==> src/rtl/bidir_bus_ctrl.sv <==
// Half-duplex pad bus sequencer: turns single host read/write requests into
// timed pad drive, write/read strobes and sampled read data.
module bidir_bus_ctrl #(
   parameter int N       = 8,
   parameter int SETUP   = 2,
   parameter int HOLD    = 1,
   parameter int TA      = 1,
   parameter int RD_WAIT = 2
) (
   input  logic         i_clk,
   input  logic         i_nreset,
   input  logic         i_req_valid,
   output logic         o_req_ready,
   input  logic         i_req_write,
   input  logic [N-1:0] i_req_wdata,
   output logic         o_rsp_valid,
   output logic [N-1:0] o_rsp_data,
   output logic [N-1:0] o_pad_oe,
   output logic [N-1:0] o_pad_out,
   input  logic [N-1:0] i_pad_in,
   output logic         o_wr_stb,
   output logic         o_rd_stb,
   output logic         o_busy
);

   localparam int MAX_SH  = (SETUP > HOLD) ? SETUP : HOLD;
   localparam int MAX_TR  = (TA > RD_WAIT) ? TA : RD_WAIT;
   localparam int MAXP    = (MAX_SH > MAX_TR) ? MAX_SH : MAX_TR;
   localparam int CW      = $clog2(MAXP + 1);

   localparam logic [CW-1:0] CNT_ZERO = {CW{1'b0}};
   localparam logic [CW-1:0] CNT_ONE  = CW'(32'd1);
   localparam logic [CW-1:0] SETUP_LD = CW'(SETUP - 1);
   localparam logic [CW-1:0] HOLD_LD  = (HOLD > 0) ? CW'(HOLD - 1) : {CW{1'b0}};
   localparam logic [CW-1:0] TA_LD    = CW'(TA - 1);
   localparam logic [CW-1:0] RW_LD    = CW'(RD_WAIT - 1);
   localparam logic [N-1:0]  ALL_ON   = {N{1'b1}};
   localparam logic [N-1:0]  ALL_OFF  = {N{1'b0}};

   typedef enum logic [2:0] {
      S_IDLE    = 3'd0,
      S_WSETUP  = 3'd1,
      S_WSTROBE = 3'd2,
      S_WHOLD   = 3'd3,
      S_TURN    = 3'd4,
      S_RWAIT   = 3'd5
   } state_t;

   state_t        r_state;
   logic [CW-1:0] r_cnt;
   logic [N-1:0]  r_pad_oe;
   logic [N-1:0]  r_pad_out;
   logic [N-1:0]  r_rsp_data;
   logic          r_rsp_valid;
   logic          r_wr_stb;
   logic          r_rd_stb;
   logic          w_idle;

   assign w_idle      = (r_state == S_IDLE);
   assign o_req_ready = w_idle;
   assign o_busy      = ~w_idle;
   assign o_pad_oe    = r_pad_oe;
   assign o_pad_out   = r_pad_out;
   assign o_rsp_data  = r_rsp_data;
   assign o_rsp_valid = r_rsp_valid;
   assign o_wr_stb    = r_wr_stb;
   assign o_rd_stb    = r_rd_stb;

   // Sequencer: every pad-facing output changes only at a state transition, and
   // the async reset releases the pads and strobes without waiting for a clock.
   always_ff @(posedge i_clk or negedge i_nreset) begin
      if (!i_nreset) begin
         r_state     <= S_IDLE;
         r_cnt       <= CNT_ZERO;
         r_pad_oe    <= ALL_OFF;
         r_pad_out   <= ALL_OFF;
         r_rsp_data  <= ALL_OFF;
         r_rsp_valid <= 1'b0;
         r_wr_stb    <= 1'b0;
         r_rd_stb    <= 1'b0;
      end else begin
         r_rsp_valid <= 1'b0;
         case (r_state)
            S_IDLE: begin
               if (i_req_valid) begin
                  if (i_req_write) begin
                     r_state   <= S_WSETUP;
                     r_cnt     <= SETUP_LD;
                     r_pad_oe  <= ALL_ON;
                     r_pad_out <= i_req_wdata;
                  end else begin
                     r_state  <= S_RWAIT;
                     r_cnt    <= RW_LD;
                     r_rd_stb <= 1'b1;
                  end
               end else begin
                  r_state <= S_IDLE;
               end
            end
            S_WSETUP: begin
               if (r_cnt == CNT_ZERO) begin
                  r_state  <= S_WSTROBE;
                  r_wr_stb <= 1'b1;
               end else begin
                  r_cnt <= r_cnt - CNT_ONE;
               end
            end
            S_WSTROBE: begin
               r_wr_stb <= 1'b0;
               if (HOLD == 0) begin
                  r_state  <= S_TURN;
                  r_cnt    <= TA_LD;
                  r_pad_oe <= ALL_OFF;
               end else begin
                  r_state <= S_WHOLD;
                  r_cnt   <= HOLD_LD;
               end
            end
            S_WHOLD: begin
               if (r_cnt == CNT_ZERO) begin
                  r_state  <= S_TURN;
                  r_cnt    <= TA_LD;
                  r_pad_oe <= ALL_OFF;
               end else begin
                  r_cnt <= r_cnt - CNT_ONE;
               end
            end
            S_TURN: begin
               if (r_cnt == CNT_ZERO) begin
                  r_state <= S_IDLE;
               end else begin
                  r_cnt <= r_cnt - CNT_ONE;
               end
            end
            S_RWAIT: begin
               if (r_cnt == CNT_ZERO) begin
                  r_state     <= S_IDLE;
                  r_rd_stb    <= 1'b0;
                  r_rsp_data  <= i_pad_in;
                  r_rsp_valid <= 1'b1;
               end else begin
                  r_cnt <= r_cnt - CNT_ONE;
               end
            end
            default: begin
               r_state  <= S_IDLE;
               r_cnt    <= CNT_ZERO;
               r_pad_oe <= ALL_OFF;
               r_wr_stb <= 1'b0;
               r_rd_stb <= 1'b0;
            end
         endcase
      end
   end

endmodule

==> config.mk <==
export PLATFORM = sky130hd
export DESIGN_NAME = bidir_bus_ctrl
export DESIGN_NICKNAME = d
export VERILOG_FILES = /design/src/rtl/bidir_bus_ctrl.sv
export SDC_FILE = /design/constraint.sdc
export NUM_CORES = 1
export LEC_CHECK = 0
export ABC_AREA = 1
export ABC_CLOCK_PERIOD_IN_PS = 1450
export CAP_MARGIN = 10
export CORE_MARGIN = 8
export CORE_UTILIZATION = 42
export CTS_CLUSTER_SIZE = 30
export DETAILED_ROUTE_END_ITERATION = 16
export PLACE_DENSITY = 0.78
export SYNTH_ARGS = -nofsm -noshare
export SYNTH_HDL_FRONTEND = slang
export SYNTH_SLANG_ARGS = --single-unit
==> constraint.sdc <==
create_clock -name i_clk -period 1.45 [get_ports i_clk]
set_input_delay 0.145 -clock i_clk [delete_from_list [all_inputs] [get_ports i_clk]]
set_output_delay 0.145 -clock i_clk [all_outputs]
set_load 0.005 [all_outputs]
==> results of run 1 <==
## worst paths after layout
check	start	endpoint	slack, ns	cells after the start
worst min-delay path	i_nreset	o_pad_out[0]	0.16	2
worst max register to register	r_state[1]	o_rsp_data[0]	0.07	7
worst max-delay path	r_state[1]	o_rsp_data[0]	0.07	7
max in group asynchronous	i_nreset	o_pad_oe[6]	1.04	2
worst min register to register	o_rsp_data[6]	o_rsp_data[6]	0.49	2
min in group i_clk	i_req_wdata[6]	o_pad_out[6]	0.33	3
## layout make-up
class,instances,share of cell area
Sequential cell,25,0.343
Tap cell,31,0.0212
Multi-Input combinational cell,100,0.266
Inverter,15,0.0335
Timing Repair Buffer,61,0.320
Clock inverter,1,0.00411
Clock buffer,3,0.0123
## per-layer routing
metal / GRT usage / up-vias / share of wire
met5: 0 / - / 0
met4: 0.0603 / 0 / 0.020
met3: 0.0386 / 5 / 0.068
met2: 0.250 / 35 / 0.55
met1: 0.127 / 522 / 0.36
li1: - / 564 / -
## cell families after synthesis
kind of cell,after synthesis,share of synthesized area
buffers and inverters,22,0.0918
DFF,25,0.515
adders and majority gates,3,0.0309
and+or+nand+nor,87,0.308
AOI/OAI and AO/OA,10,0.0536
## power groups by stage
stage	clock network, mW	registers (mW)	logic (mW)
6_report	0.324	1.21	2.07
5_1_grt	0.364	1.27	2.30
2_1_floorplan	0	1.27	0.922
3_3_place_gp	0	1.22	1.94
3_5_place_dp	0	1.24	2.00
4_1_cts	0.338	1.22	1.99
## sequential cells by signal, indices dropped and copies added, names as in the netlist
name,count
o_pad_out,8
o_rsp_data,8
r_state,3
r_cnt,2
o_pad_oe,1
o_rd_stb,1
o_rsp_valid,1
o_wr_stb,1
## worst max-delay path: stages, from the launching register on
cell	delay [ns]
dfrtp_1	0.43
buf_4	0.16
inv_1	0.12
nand3_1	0.15
nor2_4	0.19
inv_2	0.10
nand2_1	0.08
nand2_1	0.05
## synthesized netlist by cell type
library cell,instances,area (µm²)
a21oi_2,1,8.76
a31oi_1,1,6.26
buf_4,7,52.6
dfrtp_1,25,626
ha_1,3,37.5
inv_1,12,45.0
inv_2,2,7.51
inv_4,1,6.26
nand2_1,64,240
nand2_4,1,11.3
nand3_1,8,40.0
nor2_1,9,33.8
nor2_4,2,22.5
nor3_1,2,10.0
nor3_4,1,16.3
o211ai_1,1,7.51
o21a_1,1,7.51
o21ai_0,4,20.0
o21ai_2,1,8.76
o22ai_1,1,6.26
## repair_timing
item / 4_1_cts / 5_1_grt
cloned: 0 / 0
setup buffers: 2 / 4
endpoints found under the setup margin: 11 / 14
pin swaps: 1 / 2
resized for setup: 12 / 9
## cells in the final DEF, fill, tap and decap left out, drive strengths merged, types with 2 or more instances in the layout
cell / Yosys / final
dlygate4sd2: 0 / 7
buf: 7 / 13
dfrtp: 25 / 25
nor2: 11 / 11
nand2: 65 / 65
nor3: 3 / 3
ha: 3 / 3
clkbuf: 0 / 4
inv: 15 / 15
o21ai: 5 / 5
clkdlybuf4s50: 0 / 37
dlymetal6s2s: 0 / 2
nand3: 8 / 8
==> results_dict.tcl, run 1 <==
set metrics [dict create \
    status "complete, no violations" \
    antenna_found_initial 0 \
    required_ns 1.69 \
    multiInputGateArea_um2 485 \
    netlist_instances 147 \
    dp.cells 226 \
    area_delta_synth_final_pct 50.6 \
    worstPathArrival_ns 1.62 \
    critPathCaptureType "flop" \
    final_net_count 229 \
    final_core_util 0.663 \
    hold_slack_ns 0.158 \
    h-tree-depth 1 \
    p_leak_nw 0.955 \
    grt_max_degree 26 \
    syn_avg_cell_area_um2 8.26 \
    clk_path_buf_depth 2 \
    timing.fmax_ghz 0.723 \
    via_per_inst 4.77 \
    cp_max_fo 8 \
    cts_buffers 3 \
    finalClockSkew_ns 0.00565 \
    worstMarginPinSlew_ns 0.306 \
    setup_viol 0 \
    cts_tree "built" \
    drt-initial-drc-count 36 \
    die_area_um2 4870 \
    hold_viol 0 \
    setup_tns_ns 0 \
    synth_nets 170 \
    yosysWarnings 0 \
    die_h_um 69.8 \
    seqPwrFrac 0.336 \
    worstSetupPathType "reg2reg" \
    combPwrFrac 0.574 \
    port_buffers 48 \
    grt_pass1_vias 1191 \
    power_mw 3.61 \
    fill_cells 221 \
    drive_above_1_share 0.151 \
    start_kind "flop" \
    remaining_drc_errors 0 \
    ir_drop_v 0.00140 \
    rsz0062_at_grt "yes" \
    grt_overflow_total 0 \
    worstSkewPairLatency_ns 0.33 \
    power.switching_mw 1.39 \
    period_share 0.954 \
    seq_area_um2 627 \
    report.final.slew_viol_count 0 \
    num_rows 19 \
    netlist_area_um2 1210 \
    yosysUniqueCellTypes 20 \
    layout_setup_ws_ns 0.0674 \
    p_int_mw 2.22 \
    place.gp.congestion 0.862 \
    cts_root_buffer "clkbuf_4" \
    grt_pass1_wl_um 5410 \
    dr.pass1.iters 5 \
    ant_nets 0 \
    n_antenna_cell 0 \
    path_clk_slew_ns 0.14 \
    final_area_um2 1830 \
    ys_seq_elements 25 \
    die_x_um 69.8 \
    wl_per_cell_um 13.1 \
    period_needed_ns 1.38 \
    slew_headroom 0.796 \
    start_util 0.440 \
    p_sw_frac 0.385 \
    dp_hpwl_um 2470 \
    synth-seq-area-share 0.515 \
    cts_hold_buf 0 \
    vias 1126 \
    cts_sinks 25 \
    wl_um 3100 \
    p_per_area_nw_per_um2 1970 \
    grtUsageTotal 0.132 \
    place_area_um2 1750 \
    preCtsSetupSlack_ns 0.0378 \
    stdcell_count 236 \
    ioPinCount 49 \
    hp-class "in2async" \
    drv_cap 0 \
    core-area_um2 2760 \
    p_clk_frac 0.090 \
]
Power figures use the tool's default switching activity.
==> run 2, diff against run 1 <==
--- a/config.mk
+++ b/config.mk
@@ -16,3 +16,4 @@
 export SYNTH_ARGS = -nofsm -noshare
 export SYNTH_HDL_FRONTEND = slang
 export SYNTH_SLANG_ARGS = --single-unit
+export TNS_END_PERCENT = 1
==> run 2 against run 1 <==
Against the previous run:
- clock power about the same
- core utilization down 1.5 points
- cell count down 1.7%
- via count down 0.89%
- design area fell by 2.2%
- first-iteration DRC count decreased by 33%
- total power down 2.8%
- combinational power fell by 5%
- hold slack worse by 0.0023 ns
- worst setup slack better by 0.00070 ns
- die area unchanged
- register-to-register slack about the same
- highest routed layer unchanged
==> results_dict.tcl, run 2 (synthesis gave the netlist of run 1 again) <==
set metrics [dict create \
    grt_max_degree 26 \
    period_needed_ns 1.38 \
    grt_overflow_total 0 \
    report.final.slew_viol_count 0 \
    stdcell_count 232 \
    finalClockSkew_ns 0.00462 \
    hold_viol 0 \
    path_clk_slew_ns 0.14 \
    ir_drop_v 0.00139 \
    remaining_drc_errors 0 \
    p_per_area_nw_per_um2 1960 \
    worstMarginPinSlew_ns 0.305 \
    drt-initial-drc-count 24 \
    required_ns 1.69 \
    slew_headroom 0.797 \
    h-tree-depth 1 \
    reg2reg_depth 7 \
    grt_pass1_vias 1186 \
    hold_slack_ns 0.155 \
    vias 1116 \
    layout_setup_ws_ns 0.0681 \
    grt_pass1_wl_um 5400 \
    die_h_um 69.8 \
    p_leak_nw 0.922 \
    place.gp.congestion 0.862 \
    setup_viol 0 \
    dp_hpwl_um 2470 \
    worstSetupPathType "reg2reg" \
    preCtsSetupSlack_ns 0.0378 \
    drive_above_1_share 0.134 \
    core-area_um2 2760 \
    status "complete, no violations" \
    n_antenna_cell 0 \
    wl_per_cell_um 13.1 \
    critPathCaptureType "flop" \
    worstPathArrival_ns 1.62 \
    antenna_found_initial 0 \
    final_common_cell "nand2_1" \
    final_net_count 225 \
    cts_sinks 25 \
    cts_root_buffer "clkbuf_4" \
    via_per_inst 4.81 \
    worstSkewPairLatency_ns 0.33 \
    period_share 0.953 \
    final_area_um2 1790 \
    hp-class "in2async" \
    die_area_um2 4870 \
    cp_max_fo 8 \
    cts_buffers 3 \
    grtUsageTotal 0.132 \
    cts_hold_buf 0 \
    cts_tree "built" \
    start_kind "flop" \
    dr.pass1.iters 5 \
    ant_nets 0 \
    wl_um 3040 \
    r2r_setup_slack_ns 0.07 \
    num_rows 19 \
    area_delta_synth_final_pct 47.3 \
    setup_tns_ns 0 \
    layout_common_cells "nand2_1 (64), clkdlybuf4s50_1 (37), dfrtp_1 (24)" \
    final_core_util 0.648 \
    worstReg2RegEnd "o_rsp_data[0]" \
    die_x_um 69.8 \
    ioPinCount 49 \
    place_area_um2 1750 \
    reg2reg_from "r_state[1]" \
    port_buffers 48 \
    clk_path_buf_depth 2 \
    drv_cap 0 \
    power_mw 3.51 \
    timing.fmax_ghz 0.724 \
    rsz0062_at_grt "yes" \
    start_util 0.440 \
    dp.cells 226 \
]
==> run 2: cell types whose count changed in the layout (fill, tap and decap cells not counted) <==
| cell | change |
|---|---|
| buf_6 | -1 |
| inv_6 | -1 |
| dlygate4sd2_1 | +1 |
| inv_4 | +1 |
| dlymetal6s2s_1 | -1 |
| buf_4 | -3 |
==> run 2: report_power, final <==
part	leakage (nW)	switching, mW	internal (mW)	total (mW)
clock network	0.0139	0.220	0.106	0.326
registers	0.310	0.199	1.02	1.22
logic	0.597	0.949	1.02	1.97
==> run 2: worst max path at each step <==
| stage | from | slack [ns] | to | cells after the start |
|---|---|---|---|---|
| 2_1_floorplan | r_cnt[0] | 0.13 | r_cnt[0] | 7 |
| 3_3_place_gp | r_state[1] | 0.09 | o_req_ready | 4 |
| 3_5_place_dp | r_cnt[0] | 0.04 | r_cnt[0] | 7 |
| 4_1_cts | r_state[0] | 0.01 | o_req_ready | 4 |
| 5_1_grt | r_state[1] | -0.03 | o_rsp_data[2] | 7 |
| 6_report | r_state[1] | 0.07 | o_rsp_data[0] | 7 |
==> run 2: critical path, stage by stage, from the launching register on <==
cell	delay [ns]
dfrtp_1	0.43
buf_4	0.16
inv_1	0.12
nand3_1	0.15
nor2_4	0.19
inv_2	0.10
nand2_1	0.08
nand2_1	0.05
==> run 2: layer usage <==
metal	vias to the layer above	share of wire	wire (µm)	global-route usage
li1	556	-	-	-
met3	5	0.068	207	0.0386
met5	-	0	0	0
met2	36	0.54	1640	0.249
met1	519	0.37	1130	0.127
met4	0	0.021	63	0.0603
==> run 2: cell type report <==
| type | count | area [µm²] |
|---|---|---|
| Clock inverter | 1 | 7.51 |
| Timing Repair Buffer | 57 | 548 |
| Multi-Input combinational cell | 100 | 485 |
| Fill cell | 229 | 970 |
| Clock buffer | 3 | 22.5 |
| Inverter | 15 | 58.8 |
| Sequential cell | 25 | 627 |
| Tap cell | 31 | 38.8 |
==> run 2: timing repair <==
item                       CTS  global route
pin swaps                    1             1
setup endpoints to repair   11            13
gates resized for setup     14             5
buffers inserted             1             1
